## src/rtl/tap_arb_pkg.sv

```systemverilog
// Shared types and constants for the tap-coefficient BRAM arbiter.
package tap_arb_pkg;

  typedef enum logic [1:0] {
    IDLE  = 2'd0,
    RUN   = 2'd1,
    DRAIN = 2'd2
  } arb_state_t;

  typedef enum logic {
    OWN_CFG = 1'b0,
    OWN_ENG = 1'b1
  } owner_t;

  // Wide enough for data paths up to 128 bits; the top slices what it needs.
  localparam logic [15:0] WE_ALL = 16'hFFFF;

endpackage

```

## src/rtl/tap_bram_arbiter_starve_counter.sv

```systemverilog
// Saturating count of consecutive cycles a cfg read was denied during a run.
module starve_counter #(
  parameter int STARVE_LIMIT = 8
) (
  input  logic aclk,
  input  logic aresetn,
  input  logic i_inc,
  input  logic i_clr,
  output logic o_hit
);

  localparam int CW = (STARVE_LIMIT > 1) ? $clog2(STARVE_LIMIT) : 1;
  localparam logic [CW-1:0] HIT_VAL = CW'(STARVE_LIMIT - 1);

  logic [CW-1:0] r_cnt;

  always_ff @(posedge aclk or negedge aresetn) begin
    if (!aresetn) begin
      r_cnt <= '0;
    end else if (i_clr) begin
      r_cnt <= '0;
    end else if (i_inc && (r_cnt != HIT_VAL)) begin
      r_cnt <= r_cnt + 1'b1;
    end
  end

  assign o_hit = (r_cnt == HIT_VAL);

endmodule

```

## src/rtl/tap_bram_arbiter.sv

```systemverilog
// Arbitrates the single-port tap BRAM between the AXI4-Lite cfg path and the
// FIR engine, sequencing ownership with ap_start/ap_done.
//
//   state | meaning
//   IDLE  | cfg owns the BRAM, reads and writes granted on request
//   RUN   | engine has priority; cfg reads only, with starvation relief
//   DRAIN | one cycle, no grants, lets the last read return
module tap_bram_arbiter
  import tap_arb_pkg::*;
#(
  parameter int pADDR_WIDTH  = 12,
  parameter int pDATA_WIDTH  = 32,
  parameter int STARVE_LIMIT = 8
) (
  input  logic                     aclk,
  input  logic                     aresetn,
  input  logic                     in_ap_start,
  input  logic                     in_ap_done,
  input  logic                     in_cfg_req,
  input  logic                     in_cfg_we,
  input  logic [pADDR_WIDTH-1:0]   in_cfg_addr,
  input  logic [pDATA_WIDTH-1:0]   in_cfg_wdata,
  output logic                     out_cfg_gnt,
  output logic                     out_cfg_rvalid,
  output logic [pDATA_WIDTH-1:0]   out_cfg_rdata,
  input  logic                     in_eng_req,
  input  logic [pADDR_WIDTH-1:0]   in_eng_addr,
  output logic                     out_eng_gnt,
  output logic                     out_eng_rvalid,
  output logic [pDATA_WIDTH-1:0]   out_eng_rdata,
  output logic                     out_EN,
  output logic [pDATA_WIDTH/8-1:0] out_WE,
  output logic [pADDR_WIDTH-1:0]   out_A,
  output logic [pDATA_WIDTH-1:0]   out_Di,
  input  logic [pDATA_WIDTH-1:0]   in_Do,
  output logic                     out_busy
);

  localparam int WEW = pDATA_WIDTH / 8;

  arb_state_t               r_state;
  owner_t                   r_rd_owner;
  logic                     r_rd_pending;
  logic [pADDR_WIDTH-1:0]   r_A;
  logic [pDATA_WIDTH-1:0]   r_Di;

  logic                     w_hit;
  logic                     w_cfg_rd;
  logic                     w_cfg_gnt;
  logic                     w_eng_gnt;
  logic                     w_cfg_wr_gnt;
  logic                     w_rd_gnt;
  logic                     w_any_gnt;
  logic                     w_starve_inc;
  logic [pADDR_WIDTH-1:0]   w_A_drv;

  assign w_cfg_rd = in_cfg_req & ~in_cfg_we;

  // Grants are suppressed while reset is held so every output reads zero.
  always_comb begin
    w_cfg_gnt = 1'b0;
    w_eng_gnt = 1'b0;
    if (aresetn) begin
      case (r_state)
        IDLE: w_cfg_gnt = in_cfg_req;
        RUN: begin
          w_eng_gnt = in_eng_req & ~(w_cfg_rd & w_hit);
          w_cfg_gnt = w_cfg_rd & (~in_eng_req | w_hit);
        end
        default: ;
      endcase
    end
  end

  assign w_cfg_wr_gnt = w_cfg_gnt & in_cfg_we;
  assign w_rd_gnt     = w_eng_gnt | (w_cfg_gnt & ~in_cfg_we);
  assign w_any_gnt    = w_eng_gnt | w_cfg_gnt;
  assign w_A_drv      = (w_eng_gnt ? in_eng_addr : in_cfg_addr) & ~pADDR_WIDTH'(3);
  assign w_starve_inc = (r_state == RUN) & w_cfg_rd & ~w_cfg_gnt;

  starve_counter #(
    .STARVE_LIMIT (STARVE_LIMIT)
  ) u_starve (
    .aclk    (aclk),
    .aresetn (aresetn),
    .i_inc   (w_starve_inc),
    .i_clr   (~w_starve_inc),
    .o_hit   (w_hit)
  );

  always_ff @(posedge aclk or negedge aresetn) begin
    if (!aresetn) begin
      r_state      <= IDLE;
      r_rd_pending <= 1'b0;
      r_rd_owner   <= OWN_CFG;
      r_A          <= '0;
      r_Di         <= '0;
    end else begin
      r_rd_pending <= w_rd_gnt;
      if (w_rd_gnt)     r_rd_owner <= w_eng_gnt ? OWN_ENG : OWN_CFG;
      if (w_any_gnt)    r_A        <= w_A_drv;
      if (w_cfg_wr_gnt) r_Di       <= in_cfg_wdata;
      case (r_state)
        IDLE:    if (in_ap_start) r_state <= RUN;
        RUN:     if (in_ap_done)  r_state <= DRAIN;
        default: r_state <= IDLE;
      endcase
    end
  end

  assign out_cfg_gnt    = w_cfg_gnt;
  assign out_eng_gnt    = w_eng_gnt;
  assign out_EN         = w_any_gnt;
  assign out_WE         = w_cfg_wr_gnt ? WE_ALL[WEW-1:0] : '0;
  assign out_A          = w_any_gnt ? w_A_drv : r_A;
  assign out_Di         = w_cfg_wr_gnt ? in_cfg_wdata : r_Di;
  assign out_cfg_rvalid = r_rd_pending & (r_rd_owner == OWN_CFG);
  assign out_eng_rvalid = r_rd_pending & (r_rd_owner == OWN_ENG);
  assign out_cfg_rdata  = out_cfg_rvalid ? in_Do : '0;
  assign out_eng_rdata  = out_eng_rvalid ? in_Do : '0;
  assign out_busy       = (r_state != IDLE);

endmodule

```

## config.mk

```make
export PLATFORM = sky130hd
export DESIGN_NAME = tap_bram_arbiter
export DESIGN_NICKNAME = d
export VERILOG_FILES = /design/src/rtl/tap_arb_pkg.sv /design/src/rtl/tap_bram_arbiter_starve_counter.sv /design/src/rtl/tap_bram_arbiter.sv
export SDC_FILE = /design/constraint.sdc
export NUM_CORES = 1
export LEC_CHECK = 0
export ABC_AREA = 1
export ABC_CLOCK_PERIOD_IN_PS = 3500
export CAP_MARGIN = 30
export CORE_ASPECT_RATIO = 1.2
export CORE_MARGIN = 2
export CORE_UTILIZATION = 37
export DETAILED_ROUTE_END_ITERATION = 8
export HOLD_SLACK_MARGIN = 0.03
export PLACE_DENSITY = 0.94
export SYNTH_ARGS = -nofsm -noshare
export SYNTH_HDL_FRONTEND = slang
export SYNTH_SLANG_ARGS = --single-unit
```

## constraint.sdc

```tcl
create_clock -name aclk -period 3.5 [get_ports aclk]
set_input_delay 0.525 -clock aclk [delete_from_list [all_inputs] [get_ports aclk]]
set_output_delay 0.525 -clock aclk [all_outputs]
set_load 0.05 [all_outputs]
```

---- After elaboration in Yosys (flattened, before gate mapping) ----
Cells that the tools add are included.
storage, ports and cells
  memories ................................ 0
  bits in latches ......................... 0
  input bits .............................. 95
  output and inout port bits .............. 118
  logic and storage cells ................. 51
  bits in read-only memories .............. 0
  register bits after elaboration ......... 51
  bits in writable memories ............... 0
operators by class
  reductions and logical operators ........ 4
  multiply operators ...................... 0
  order comparisons ....................... 0
  shifts and indexed selects .............. 0
  $add $sub $neg .......................... 1
  bitwise gates (word level) .............. 18
  equal/unequal tests ..................... 6
  div/mod/pow operators ................... 0
  muxes and demuxes ....................... 16
operator list
  kind                                                  number
  two-way mux 32 bit                                    3
  two-way mux 12 bit                                    2
  bitwise AND 1 bit                                     10
  two-way mux 3 bit                                     2
  != test 2 bit (second input constant)                 3
  NOT 1 bit                                             5
  two-way mux 1 bit                                     4
  two-way mux 2 bit                                     2
  two-way mux 4 bit                                     1
  case mux 2 bit (2 select lines)                       1
  adder 3 x 1 -> 3 bit (second input constant)          1
  equality test 3 bit (second input constant)           1
  != test 3 bit (second input constant)                 1
  OR 1 bit                                              3
  equality test 2 x 1 -> 1 bit (second input constant)  1
  zero test 2 bit                                       1
  case mux 1 bit (2 select lines)                       1
  AND reduction 2 bit                                   1
  nonzero test 2 bit                                    1
  logical AND 1 bit                                     1

---- Longest topological paths before layout ----
  depth after elaboration ................. 10
  mapped depth ............................ 12
  gate-level depth less buffers ........... 10

---- Modules after synthesis ----
A second synthesis with hierarchy kept.
unflattened totals
  cells, all modules ...................... 391
  area, all modules ....................... 2,845.2 um2
modules (own cells, without submodules)
  module            area each (um2)  times used  cells each  sequential area each (um2)
  tap_bram_arbiter  2,670.1          1           371         1,201.2
  starve_counter    175.2            1           20          75.1

---- Worst setup path before layout ----
OpenSTA, ideal clock, no wires.
  kind .................................... reg-to-output
  from .................................... register r_rd_owner
  to ...................................... output port out_cfg_rdata[10]
  setup slack ............................. 0.793 ns
  required time ........................... 2.975 ns
  path buffers ............................ 1
  data arrival time ....................... 2.182 ns
  cell stages (with the launch flop) ...... 5
  path through ............................ dfrtp_1 > nor2_1 > inv_1 > clkbuf_1 > nor2_1
on the way
  cells in the longest elaborated chain, start to end .. 3
ends and longest elaborated chain
  item                      line                     source
  start: declaration        tap_bram_arbiter.sv:42   owner_t r_rd_owner;
  start signal: assignment  tap_bram_arbiter.sv:100  if (w_rd_gnt) r_rd_owner <= w_eng_gnt ? OWN_ENG : OWN_CFG;
  NOT 1 bit                 tap_bram_arbiter.sv:117  assign out_cfg_rvalid = r_rd_pending & (r_rd_owner == OWN_CFG);
  bitwise AND 1 bit         tap_bram_arbiter.sv:117
  net out_cfg_rvalid        tap_bram_arbiter.sv:24   output logic out_cfg_rvalid,
  two-way mux 32 bit        tap_bram_arbiter.sv:119  assign out_cfg_rdata = out_cfg_rvalid ? in_Do : '0;
  end: declaration          tap_bram_arbiter.sv:25   output logic [pDATA_WIDTH-1:0] out_cfg_rdata,
The timed path passes the listed nets, and every way through them passes these cells.

---- Worst setup path after layout ----
  from .................................... register u_starve.r_cnt[0]
  to ...................................... output port out_WE[0]
on the way
  cells in the longest elaborated chain, start to end .. 7
ends and longest elaborated chain
  item                             line                                   source
  start: declaration               tap_bram_arbiter_starve_counter.sv:15  logic [CW-1:0] r_cnt;
  start signal: assignment         tap_bram_arbiter_starve_counter.sv:23  r_cnt <= r_cnt + 1'b1;
  equality test 3 bit              tap_bram_arbiter_starve_counter.sv:27  assign o_hit = (r_cnt == HIT_VAL);
  OR 1 bit                         tap_bram_arbiter.sv:68                 w_cfg_gnt = w_cfg_rd & (~in_eng_req | w_hit);
  bitwise AND 1 bit                tap_bram_arbiter.sv:68
  case mux 1 bit (2 select lines)  tap_bram_arbiter.sv:64                 case (r_state)
  two-way mux 1 bit                tap_bram_arbiter.sv:63                 if (aresetn) begin
  bitwise AND 1 bit                tap_bram_arbiter.sv:75                 assign w_cfg_wr_gnt = w_cfg_gnt & in_cfg_we;
  two-way mux 4 bit                tap_bram_arbiter.sv:114                assign out_WE = w_cfg_wr_gnt ? WE_ALL[WEW-1:0] : '0;
  end: declaration                 tap_bram_arbiter.sv:32                 output logic [pDATA_WIDTH/8-1:0] out_WE,
Every way passes these cells.

==> results.ini <==
[outcome]
outcome = completed

[critical_path]
crit_arrival_ps = 2620
startpoint_type = flop
worst_r2r_path_depth = 9
timing.critical_path.fanout_max = 33
worst_setup_path_end_kind = primary output
timing_worst_setup_path_type = reg2out
cp.required_ps = 2970
r2r_slack_ps = 1400

[worst_hold_path]
worst_min_path_class = in2async

[clocking]
ctsHtreeMaxLevel = 2
path_clk_slew_ps = 100
post_cts.repair.setup_buffers = 0
holdBufCountCts = 0
cts_repair_resize_count = 0
cts-root-buf = sky130_fd_sc_hd__clkbuf_8
cts_inserted_buffers = 5
clockBufferDepth = 2
clkSinkCount = 51
clkLatencyLatePin_ps = 300
cts_tree = built

[timing]
final.hold.worst_slack_ps = 58.2
transition_time_at_the_pin_with_the_least_slew_margin_ps = 1010
report.final.setup_viol = 0
timing.max_slew.rel_slack = 0.323
period_needed_ps = 3140
fin_tns_setup_ps = 0
max_freq_ghz = 0.318
final.setup_skew_ps = 13.4
slew_viol_final = 0
finalCritPeriodShare = 0.898
rsz_0062_raised_after_global_routing = false
finalHoldViolCount = 0

[yosys]
syn_area_per_cell_um2 = 7.41
synth_enable_flop_cells = 0
ys_top_cells_by_count = sky130_fd_sc_hd__nand2_1, sky130_fd_sc_hd__nor2_1, sky130_fd_sc_hd__dfrtp_1
yosys.cell_count.top_type = sky130_fd_sc_hd__nand2_1
ys_dominant_reg_cell = sky130_fd_sc_hd__dfrtp_1
post_synth_main_area_contributors = sky130_fd_sc_hd__dfrtp_1, sky130_fd_sc_hd__nand2_1, sky130_fd_sc_hd__nor2_1
synth_sequential_area_ratio = 0.451
postSynthRegisterBits = 51
syn_inst = 382
yosysWarnings = 0
netlist_area_um2 = 2830
synth_async_sr_flop_share = 1.00
netlist.area_leader.share = 0.451
yosys.area.top_type = sky130_fd_sc_hd__dfrtp_1
synthDistinctLibCells = 21
synth_fp_nets = 479

[detailed_routing]
wl_per_cell_um = 16.1
detail_route.wirelength_mm = 10.7
drtAntennaViolNets = 0
dr_total_vias = 3257
remaining_drc_errors = 0
drt-initial-drc-count = 132
first_pass_drt_iterations = 4
detail_route.vias_per_cell = 4.91

[grt]
grt_antenna_before_repair = 0
grt_pass1_vias = 3320
use_met3 = 0.118
most_heavily_used_metal_layer_in_global_routing = met2
grt_first_pass_wirelength_mm = 16.4
grt_use_met2 = 0.434
grt_use_met1 = 0.267
maximum_number_of_pins_on_one_net_before_global_route_repair = 41
groute.usage.overall = 0.250
total_gr_overflow = 0

[floorplanning]
ioPinCount = 213
placementRows = 34
core_region_area_um2 = 7320
fp.dieW_um = 83.9
die-area_um2 = 8370
start_util = 0.387
die_h_um = 99.8

[placement]
place.gp.congestion = 0.851
detailedPlacementHpwl_mm = 8.55
place.port_buffers = 208

[power_and_ir_drop]
power.static_leakage_nw = 2.56
p_per_area_nw_per_um2 = 729
ir_worst_vdd_uv = 627

[job]
timing.max_cap.violations = 0

[layout]
post_route_cells_drive_above_1_share = 0.145
antenna-diode-count = 0
syn_to_final_growth_pct = 79.1
final_core_util = 0.693
fillers = 542
design.final.nets = 669

==> power breakdown <==
group	total [W]	internal (W)	switching, W
Sequential	0.000891	0.000819	0.0000728
Clock	0.000368	0.000181	0.000187
Combinational	0.00243	0.000795	0.00164
==> layer usage <==
layer | wire length [um] | vias up
li1 | - | 1543
met1 | 3910 | 1499
met2 | 5150 | 195
met3 | 1380 | 20
met4 | 261 | 0
met5 | 0 | -
==> logic make-up after synthesis <==
group / share of synthesized area
AOI/OAI and AO/OA: 0.00177
muxes: 0.00707
and+or+nand+nor: 0.396
DFF: 0.451
xor gates and xnor gates: 0.00309
buffers and inverters: 0.132
adders and majority gates: 0.00884
==> critical path: stages, from the launching register on <==
cell and delay (ps):
sky130_fd_sc_hd__dfrtp_1 380, sky130_fd_sc_hd__ha_1 170, sky130_fd_sc_hd__ha_1 280, sky130_fd_sc_hd__inv_1 80, sky130_fd_sc_hd__nand2_1 100, sky130_fd_sc_hd__nand3_2 110, sky130_fd_sc_hd__nand2_4 200, sky130_fd_sc_hd__nand3_4 380
sky130_fd_sc_hd__inv_1 440, sky130_fd_sc_hd__buf_12 190
==> path summary, 6_finish.rpt <==
check	start	endpoint
worst max register to register	u_starve.r_cnt[0]	r_Di[1]
min in group aclk	r_Di[17]	r_Di[17]
worst min register to register	r_Di[17]	r_Di[17]
worst max-delay path	u_starve.r_cnt[0]	out_WE[0]
max in group asynchronous	aresetn	r_Di[25]
worst min-delay path	aresetn	r_A[0]
==> layout make-up <==
cell class,count,area [um2],area share
Inverter,46,173,0.0341
Multi-Input combinational cell,255,1180,0.233
Timing Repair Buffer,213,2230,0.439
Clock buffer,8,100,0.0197
Tap cell,90,113,0.0222
Sequential cell,51,1280,0.252
==> flip-flops by register name, summed over array words and instances (netlist names) <==
| name | cells |
|---|---|
| r_state | 2 |
| r_rd_pending | 1 |
| r_rd_owner | 1 |
| r_A | 12 |
| r_Di | 32 |
| u_starve.r_cnt | 3 |
==> cell usage in the layout (no fill, tap or decap), drive strengths merged <==
master,n
inv,46
nand3,13
nand3b,1
ha,2
nand2,128
buf,57
clkbuf,8
dfrtp,51
o21ai,1
mux2i,2
clkdlybuf4s50,156
nor2,75
nand4,32
xor2,1
==> through the flow <==
stage	instances	instance area [um2]	worst slack, ps	total power (W)
5_1_grt	663	5070	223	0.00387
4_1_cts	663	5070	334	0.00372
2_1_floorplan	382	2830	793	0.00242
6_report	663	5070	357	0.00369
3_5_place_dp	655	4970	474	0.00334
3_3_place_gp	655	4970	535	0.00329
Note: power is estimated with default switching activity, not from simulation.
